$ cat config.mk
export PLATFORM = sky130hd
export DESIGN_NAME = i2c_slave_reg_ctrl
export DESIGN_NICKNAME = d
export VERILOG_FILES = /design/src/rtl/i2c_pkg.sv /design/src/rtl/i2c_slave_reg_ctrl.sv
export SDC_FILE = /design/constraint.sdc
export NUM_CORES = 1
export LEC_CHECK = 0
export ABC_AREA = 1
export CAP_MARGIN = 20
export CORE_UTILIZATION = 39
export DETAILED_ROUTE_END_ITERATION = 12
export MAX_ROUTING_LAYER = met4
export PLACE_DENSITY = 0.65
export REMOVE_ABC_BUFFERS = 1
export SYNTH_ARGS = -nofsm -noshare
export SYNTH_HDL_FRONTEND = slang
export SYNTH_SLANG_ARGS = --single-unit
$ cat constraint.sdc
create_clock -name clk -period 2.5 [get_ports clk]
set_input_delay 0.5 -clock clk [delete_from_list [all_inputs] [get_ports clk]]
set_output_delay 0.5 -clock clk [all_outputs]
set_load 0.01 [all_outputs]
$ cat src/rtl/i2c_pkg.sv
// Package: i2c_pkg
// Purpose: shared definitions for the I2C slave register-access controller.
//          Holds the FSM state encoding and the default filler byte that is
//          sent to the slave when a read request cannot be serviced.
// Contents:
//    state_t            3-bit FSM state encoding
//    IDLE_DATA_DEFAULT  default byte loaded on an overrun request
package i2c_pkg;

   typedef enum logic [2:0] {
      IDLE   = 3'd0,
      PTR    = 3'd1,
      WDATA  = 3'd2,
      FETCH  = 3'd3,
      LOAD   = 3'd4,
      RDWAIT = 3'd5
   } state_t;

   localparam logic [7:0] IDLE_DATA_DEFAULT = 8'hFF;

endpackage

$ cat src/rtl/i2c_slave_reg_ctrl.sv
// Module: i2c_slave_reg_ctrl
// Purpose: turns the byte stream of an I2C slave into register-bus accesses.
//          The first byte after a write-address match sets the register
//          pointer, later bytes are written at the pointer. Read requests
//          fetch from the pointer and hand the byte to the slave. The pointer
//          survives STOP and repeated START so combined transfers work.
// Ports:
//    clk, rst_n                 clock, asynchronous active-low reset
//    slv_flag_start/restart/stop  1-cycle bus condition pulses
//    slv_hitar                  address matched in this transaction
//    slv_read_data, slv_read_en byte received from the master
//    slv_tx_req                 slave needs its next transmit byte
//    slv_write_data, slv_write_en  byte handed to the slave
//    reg_addr, reg_wdata, reg_wr, reg_rd, reg_rdata  register bus
//    busy                       FSM not idle
//    ovr_err                    sticky: request arrived during a fetch
module i2c_slave_reg_ctrl
   import i2c_pkg::*;
#(
   parameter int         ADDR_W    = 8,
   parameter bit         AUTO_INC  = 1'b1,
   parameter logic [7:0] IDLE_DATA = IDLE_DATA_DEFAULT
) (
   input  logic              clk,
   input  logic              rst_n,
   input  logic              slv_flag_start,
   input  logic              slv_flag_restart,
   input  logic              slv_flag_stop,
   input  logic              slv_hitar,
   input  logic [7:0]        slv_read_data,
   input  logic              slv_read_en,
   input  logic              slv_tx_req,
   output logic [7:0]        slv_write_data,
   output logic              slv_write_en,
   output logic [ADDR_W-1:0] reg_addr,
   output logic [7:0]        reg_wdata,
   output logic              reg_wr,
   output logic              reg_rd,
   input  logic [7:0]        reg_rdata,
   output logic              busy,
   output logic              ovr_err
);

   state_t            state;
   logic [ADDR_W-1:0] ptr;
   logic [7:0]        tx_hold;
   logic [7:0]        wr_hold;
   logic              wr_pend;
   logic              idle_pend;
   logic              pend_restart;
   logic              pend_stop;

   logic              in_read;
   logic              ptr_byte;
   logic              data_byte;
   logic              start_fetch;
   logic              wr_issue;
   logic              hold_load;
   logic              evt_restart;
   logic              ovr_hit;
   logic              load_done;
   logic              idle_fill;
   logic [1:0]        ptr_step;

   // Decode of this cycle's events. A write that would collide with the
   // read strobe of a new fetch is parked in the holding register and
   // issued on the following cycle, so reg_wr and reg_rd never overlap.
   always_comb begin
      in_read     = (state == FETCH) || (state == LOAD);
      ptr_byte    = slv_read_en && slv_hitar && (state == PTR);
      data_byte   = slv_read_en && slv_hitar && (state == WDATA);
      start_fetch = slv_tx_req && !in_read;
      wr_issue    = (wr_pend || data_byte) && !start_fetch;
      hold_load   = data_byte && (start_fetch || wr_pend);
      evt_restart = slv_flag_start || slv_flag_restart;
      ovr_hit     = slv_tx_req && in_read;
      load_done   = (state == LOAD);
      idle_fill   = load_done && (idle_pend || slv_tx_req);
      ptr_step    = 2'd0;
      if (AUTO_INC) begin
         ptr_step = {1'b0, reg_wr} + {1'b0, load_done};
      end
   end

   // During LOAD the freshly read byte is passed straight through so the
   // slave sees it in the same cycle as the write_en pulse.
   assign slv_write_data = (state == LOAD) ? reg_rdata : tx_hold;
   assign reg_addr       = ptr;
   assign busy           = (state != IDLE);

   // Main FSM with registered strobes. The pointer advances one cycle after
   // each write strobe so reg_addr is stable while reg_wr is high.
   always_ff @(posedge clk or negedge rst_n) begin
      if (!rst_n) begin
         state        <= IDLE;
         ptr          <= '0;
         tx_hold      <= 8'hFF;
         wr_hold      <= 8'h00;
         wr_pend      <= 1'b0;
         idle_pend    <= 1'b0;
         pend_restart <= 1'b0;
         pend_stop    <= 1'b0;
         slv_write_en <= 1'b0;
         reg_wdata    <= 8'h00;
         reg_wr       <= 1'b0;
         reg_rd       <= 1'b0;
         ovr_err      <= 1'b0;
      end else begin
         reg_wr <= wr_issue;
         if (wr_issue) begin
            reg_wdata <= wr_pend ? wr_hold : slv_read_data;
         end
         if (hold_load) begin
            wr_hold <= slv_read_data;
            wr_pend <= 1'b1;
         end else if (wr_issue) begin
            wr_pend <= 1'b0;
         end

         reg_rd       <= start_fetch;
         slv_write_en <= (state == FETCH) || idle_fill;

         if (ptr_byte) begin
            ptr <= slv_read_data[ADDR_W-1:0];
         end else begin
            ptr <= ptr + ADDR_W'(ptr_step);
         end

         if (ovr_hit) begin
            ovr_err <= 1'b1;
         end else if (slv_flag_start) begin
            ovr_err <= 1'b0;
         end

         // A request during FETCH is dropped; the slave instead receives
         // the filler byte right after the current load.
         if ((state == FETCH) && slv_tx_req) begin
            idle_pend <= 1'b1;
         end else if (load_done) begin
            idle_pend <= 1'b0;
         end

         if (load_done) begin
            tx_hold <= idle_fill ? IDLE_DATA : reg_rdata;
         end

         case (state)
            IDLE, PTR, WDATA, RDWAIT: begin
               if (start_fetch) begin
                  state        <= FETCH;
                  pend_restart <= evt_restart;
                  pend_stop    <= slv_flag_stop && !evt_restart;
               end else if (slv_flag_stop) begin
                  state <= IDLE;
               end else if (evt_restart) begin
                  state <= PTR;
               end else if (ptr_byte) begin
                  state <= WDATA;
               end
            end
            FETCH: begin
               state <= LOAD;
               if (evt_restart) begin
                  pend_restart <= 1'b1;
                  pend_stop    <= 1'b0;
               end else if (slv_flag_stop) begin
                  pend_restart <= 1'b0;
                  pend_stop    <= 1'b1;
               end
            end
            LOAD: begin
               if (evt_restart) begin
                  state <= PTR;
               end else if (slv_flag_stop) begin
                  state <= IDLE;
               end else if (pend_restart) begin
                  state <= PTR;
               end else if (pend_stop) begin
                  state <= IDLE;
               end else begin
                  state <= RDWAIT;
               end
               pend_restart <= 1'b0;
               pend_stop    <= 1'b0;
            end
            default: state <= IDLE;
         endcase
      end
   end

endmodule
==> impl_results.md, run 1 <==
* Placed instance area at 0.002709 mm²
* Fin crit period at 2399 ps
* Arr. time, crit path at around 1900 ps
* Synth Instances at 260
* Status: finished, final reports clean
* Vias per cell at 4.729
* Cell Rows at 26
* CTS Root Cell: clkbuf_8
* Setup bufs post-CTS at 0
* Synth unique cells at 27
* Top post-synthesis cells by area: dfrtp_1 41%, nand2_1 16%, dfstp_2 9.9%
* Final Util at 54.52%
* Leading area contributor after synthesis: dfrtp_1
* Fin. max-slew vios at 0
* Pin count of the biggest net entering global routing at 38
* Yosys top cell area share at 41.30%
* Core Box Area at just over 0.005 mm²
* Vias in the first global route at 1,713
* Max IR drop VDD at 0.5410 mV
* Yosys reg bits at 43
* CTS Buf Count at 5
* Final setup fails at 0
* F_max at ~0.42 GHz
* Critical path buffers and inverters at 2
* PD cells at 1114 mW/mm²
* Nets at between 300 and 400
* Sequential share of power at 39.6%
* Final global-route overflow total at 0
* First-pass GRT wire length at 7.562 mm
* Int Power at slightly above 2 mW
* Combinational power share at between 40% and 50%
* Worst-path fanout max at 30
* Initial antenna violation count at 0
* # hold bufs at CTS at 0
* WL per Instance at 11.49 µm
* Final Hold Fails at 0
* Mapped Area at 0.002121 mm²
* Leak Pwr at 1.391 nW
* Syn_area_per_cell at 8.157 µm²
* Crit path largest cell delay at 560 ps
* Detailed-router iteration count before antenna repair at 4
* Worst Setup SP: state[1]
* Ports at 53
* Worst Setup Path Type: flop to primary output
* Final worst-path cycle share at between 90% and 100%
* Drt total wl at about 4.4 mm
* ANT nets after route at 0
* Die H at approximately 76 µm
* CP endpoint kind: primary output
* Clk_lat worst skew at 290 ps
* HP Class: input pin to async pin
* Post-synth EDFFs at 0
* Crit-path leading delay family: buffers and inverters
* Full die area at around 0.0057 mm²
* Layout Area Growth over Synthesis at 32.98%
* CTS tree: yes
* Clock power frac at 15.2%
* Synth warnings at 0
* IO buf count at between 50 and 60
* Design Area, Final at 0.002820 mm²
* Worst slew margin at 45.81%
* Prevailing post-synth register cell: dfrtp_1
* Starting Density at 41.00%
* Slowest cell on the critical path: clkdlybuf4s50_1
* FFs w/ async S/R, synth at 100.0%
* RR Startpoint: reg_addr[0]
* P_sw at 1.121 mW
* Post-synthesis sequential area ratio at 51.21%
* Share of cells above drive strength 1 at 11.36%
* Worst EP required at 2000 ps
* Finished Layout Cells at 387
* Switching Fraction at 35.70%
* Ant. Diodes at 0
* Startpoint Class: flop
* Clock sinks at 43
* Clock Tree Buf Depth at 2
* Setup Skew at between 4 and 5 ps
* Max-cap violations at 0
* Initial DRC count at 90
* Hold_ws at 292.0 ps
* Remaining DRCs at 0
* Gp weighted congestion at 0.7790
* CP cell instances: nor2_2 -> nand2_1 -> buf_6 -> o21ai_0 -> clkdlybuf4s50_1
* RSZ-0062 raised after global routing: yes
* Worst Tran Pin Value at 812.8 ps
* Total GRT Usage at 18.15%
* Via count at 1,830
* H-tree levels at 2
* Post-placement cell count at 379
* Post-DP HPWL at roughly 3.3 mm
* Clk slew on worst S/H paths at 80 ps
* Chip Width at 75.74 µm
-- final timing paths --
path,slack [ps],cells past startpoint,endpoint
min in group clk,480,2,reg_wdata[3]
worst min-delay path,290,1,ovr_err
worst min register to register,480,2,reg_wdata[3]
worst max-delay path,100,5,slv_write_data[3]
worst max register to register,580,10,reg_addr[6]
max in group asynchronous,1520,2,tx_hold[6]
-- stage by stage --
step	setup TNS (ps)	total power, mW	setup WS [ps]
after floorplan	0	1.981	573.0
after global placement	0	2.658	301.7
after detailed placement	0	2.689	273.1
after CTS	0	3.182	8.389
after global routing	-16.62	3.408	-10.53
final	0	3.141	100.5
-- registers in the layout, indices dropped and copies added (netlist names), 3 cells and up --
signal     flops
state          3
reg_addr       8
reg_wdata      8
tx_hold        8
wr_hold        8
-- per-layer routing --
metal  track usage, %  wire [µm]  vias up
met1            23.23       2134      845
li1                 -          -      947
met4            6.790         76        0
met2            29.11       2108       30
met3            2.778        126        8
met5                -          0        -
-- what timing repair did --
action / 4_1_cts / 5_1_grt
setup endpoints to repair: 5 / 8
gates resized for setup: 1 / 5
hold endpoints to repair: 0 / 0
-- power by group through the flow --
stage / clock network [mW] / registers [mW] / logic (mW)
after global routing: 0.517 / 1.28 / 1.61
after global placement: 0 / 1.25 / 1.41
after detailed placement: 0 / 1.25 / 1.43
after CTS: 0.495 / 1.24 / 1.44
final: 0.478 / 1.24 / 1.42
after floorplan: 0 / 1.29 / 0.688
-- layout make-up --
class,instances,area [µm²]
sequential,43,1086
fill,476,2352
tap,70,87.58
inverter,35,131.4
clock buffer,8,100.1
multi-input combinational,176,868.3
timing repair buffer,55,546.8
-- worst register-to-register path: cells and delay by family, from the launching register on --
family | cells | cell delay [ps]
adders and majority gates | 2 | 530
and+or+nand+nor | 7 | 740
DFF | 1 | 400
xor gates and xnor gates | 1 | 120
-- kinds of logic after synthesis --
logic type	count (synthesis)	share of synthesized area [%]
adders and majority gates	2	1.180
and+or+nand+nor	123	25.07
buffers and inverters	41	7.965
AOI/OAI and AO/OA	49	13.75
xor gates and xnor gates	2	0.8261
DFF	43	51.21
-- layout by cell type (no fill, tap or decap), types with 3 or more instances in the layout --
cell type	instances
clkbuf_8	7
clkdlybuf4s50_1	49
dfrtp_1	35
dfstp_2	8
inv_1	32
inv_2	3
nand2_1	91
nand3_1	16
nor2_1	6
o211ai_1	9
o21ai_0	24
o21ai_1	7
o21ai_2	6
-- synth_stat cells (2+ instances only) --
cell	number
buf_2	3
nand2_1	91
o21ai_0	26
o21ai_2	6
a21oi_1	2
ha_1	2
inv_2	3
dfstp_2	8
nand3_1	16
nand2_4	2
dfrtp_1	35
o21ai_1	5
nor2_1	7
xnor2_1	2
o211ai_1	9
inv_1	32
(Power assumes the default switching activity.)
==> inputs of run 2 (changes only) <==
REMOVE_ABC_BUFFERS = unset   (was 1)
==> run 2 against run 1 <==
Via count down 1.2%. Core utilization down 0.15 points. Cell count unchanged. Sequential power about the same. Combinational power about the same. Count of clock-buffer cells in the layout down 2. Largest cell class unchanged. Largest power group unchanged. Highest routed layer unchanged.
==> impl_results.md, run 2 (synthesis gave the netlist of run 1 again) <==
* Max IR drop VDD at 0.5118 mV (-5.4%)
* Clock sinks at 43 (unchanged)
* Worst-path fanout max at 30 (unchanged)
* Worst Setup SP: state[1]
* First-pass GRT wire length at 7.755 mm (+2.6%)
* ANT nets after route at 0 (unchanged)
* Ports at 53 (unchanged)
* Worst EP required at 2000 ps (about the same)
* PD cells at 1101 mW/mm² (-1.2%)
* Die H at 75.74 µm (unchanged)
* Placed instance area at 0.002709 mm² (unchanged)
* WL per Instance at 12.12 µm (+5.5%)
* RR Startpoint: reg_wr
* Final setup fails at 0 (unchanged)
* Fin crit period at 2393 ps (-6.591 ps)
* CTS Root Cell: clkbuf_8
* Drt total wl at 4.689 mm (+5.5%)
* Nets at 342 (unchanged)
* Fin. max-slew vios at 0 (unchanged)
* Detailed-router iteration count before antenna repair at 5 (+1)
* Reg2reg path depth at 10 (unchanged)
* Worst slew margin at 63.61% (+18 points)
* Via count at 1,808 (-1.2%)
* Most frequent cells in the layout: 91 x nand2_1, 47 x clkdlybuf4s50_1, 33 x dfrtp_1
* Total GRT Usage at 18.87% (+0.72 points)
* HP Class: input pin to async pin
* Layout Area Growth over Synthesis at 32.63%
* Initial antenna violation count at 0 (unchanged)
* Ant. Diodes at 0 (unchanged)
* RSZ-0062 raised after global routing: no
* Worst Setup Path Type: flop to primary output
* Post-DP HPWL at 3.306 mm (-1.3%)
* Worst Tran Pin Value at 545.8 ps (-267.0 ps)
* Crit-path leading delay family: buffers and inverters
* CTS Buf Count at 5 (unchanged)
* Leak Pwr at 1.392 nW (about the same)
* Post-Syn Nets at between 200 and 300
* Commonest non-fill, non-tap cell in the layout: nand2_1
* Startpoint Class: flop
* Clk_lat worst skew at 290 ps (about the same)
* IO buf count at 52 (unchanged)
* CP cell instances: nor2_2 -> nand2_1 -> buf_6 -> o21ai_0 -> clkdlybuf4s50_1
* Slowest cell on the critical path: clkdlybuf4s50_1
* CTS tree: yes
* Cell Rows at 26 (unchanged)
* Pin count of the biggest net entering global routing at 44 (+16%)
* H-tree levels at 2 (unchanged)
* Initial DRC count at 116 (+29%)
* Arr. time, crit path at 1890 ps (about the same)
* Critical path buffers and inverters at 2 (unchanged)
* Remaining DRCs at 0 (unchanged)
* Crit path largest cell delay at 560 ps (about the same)
* Reg-to-reg endpoint: reg_addr[6]
* Final worst-path cycle share at 95.72% (-0.26 points)
* Starting Density at 41.00% (unchanged)
* Design Area, Final at 0.002813 mm² (-0.27%)
* Gp weighted congestion at 0.8407 (+7.9%)
* Chip Width at 75.74 µm (unchanged)
* Setup_tns at 0 ps (unchanged)
* Clk slew on worst S/H paths at 80 ps (about the same)
* Vias per cell at 4.672 (-1.2%)
* Full die area at 0.005737 mm² (unchanged)
* CP endpoint kind: primary output
* Clock Tree Buf Depth at 2 (unchanged)
* Core Box Area at 0.005172 mm² (unchanged)
* Final global-route overflow total at 0 (unchanged)
* Share of cells above drive strength 1 at 11.99% (+0.63 points)
* Vias in the first global route at 1,688 (-1.5%)
* Status: finished, final reports clean
* Max-cap violations at 0 (unchanged)
* Reg2reg setup slack at 590 ps (about the same)
* Final Hold Fails at 0 (unchanged)
* F_max at 0.4179 GHz (+0.28%)
* Setup Skew at 2.038 ps (-2.663 ps)
[run 2: cell count changes in the layout (fill, tap and decap cells not counted)]
cell,previous run,this run
clkbuf_8,7,5
o21ai_0,24,26
o21ai_1,7,5
clkdlybuf4s50_1,49,47
clkinv_2,0,1
dfrtp_2,0,2
dlymetal6s2s_1,2,4
clkinvlp_4,0,1
dfrtp_1,35,33
[run 2: repair_timing]
| item | 4_1_cts | 5_1_grt |
|---|---|---|
| endpoints found under the setup margin | 1 | 8 |
| hold buffers | 0 | 0 |
| buffers inserted | 0 | 0 |
| resized for setup | 1 | 7 |
[run 2: power by group]
| part | total (mW) | internal, mW | switching [mW] |
|---|---|---|---|
| logic | 1.41 | 0.715 | 0.698 |
| registers | 1.25 | 1.05 | 0.207 |
| clock network | 0.428 | 0.195 | 0.233 |
[run 2: cell type report]
type                    instances  area [µm²]
fillers                       491        2360
flip-flops and latches         43        1089
multi-input cells             176       868.3
repair buffers                 55       551.8
inverters                      35       131.4
well taps                      70       87.58
clock buffers                   6       72.57
clock inverters                 2       12.51
[run 2: through the flow]
stage	setup WS [ps]	util, %	hold WS, ps	power (mW)	cells
after global placement	281.8	52.37	459.3	2.657	379
after global routing	2.848	54.38	305.6	3.375	387
final	107.1	54.38	263.3	3.096	387
after CTS	26.72	54.06	283.7	3.129	387
after detailed placement	241.0	52.37	467.9	2.682	379
after floorplan	682.4	-	204.4	1.999	260
[run 2: how the worst max path moves through the flow]
stage / endpoint / cells after the start
after floorplan: slv_write_data[5] / 5
after global placement: slv_write_data[6] / 4
after detailed placement: slv_write_data[6] / 4
after CTS: slv_write_data[6] / 5
after global routing: slv_write_data[3] / 5
final: slv_write_data[7] / 5
[run 2: worst register-to-register path, cell delays in order, from the launching register on]
cell     delay (ps)
dfrtp_1         400
ha_1            300
nand3_1          90
nand2_1         210
ha_1            220
nand3_1         100
nor2_1          160
nand2_1          80
xnor2_1         120
nand2_1          50
nand2_1          50
[run 2: per-layer routing]
metal  up-vias  routed length, µm  global-route usage, %
met4         0                 23                  4.733
met3         2                143                  5.423
met1       833               2331                  25.52
li1        939                  -                      -
met5         -                  0                      -
met2        34               2191                  27.83
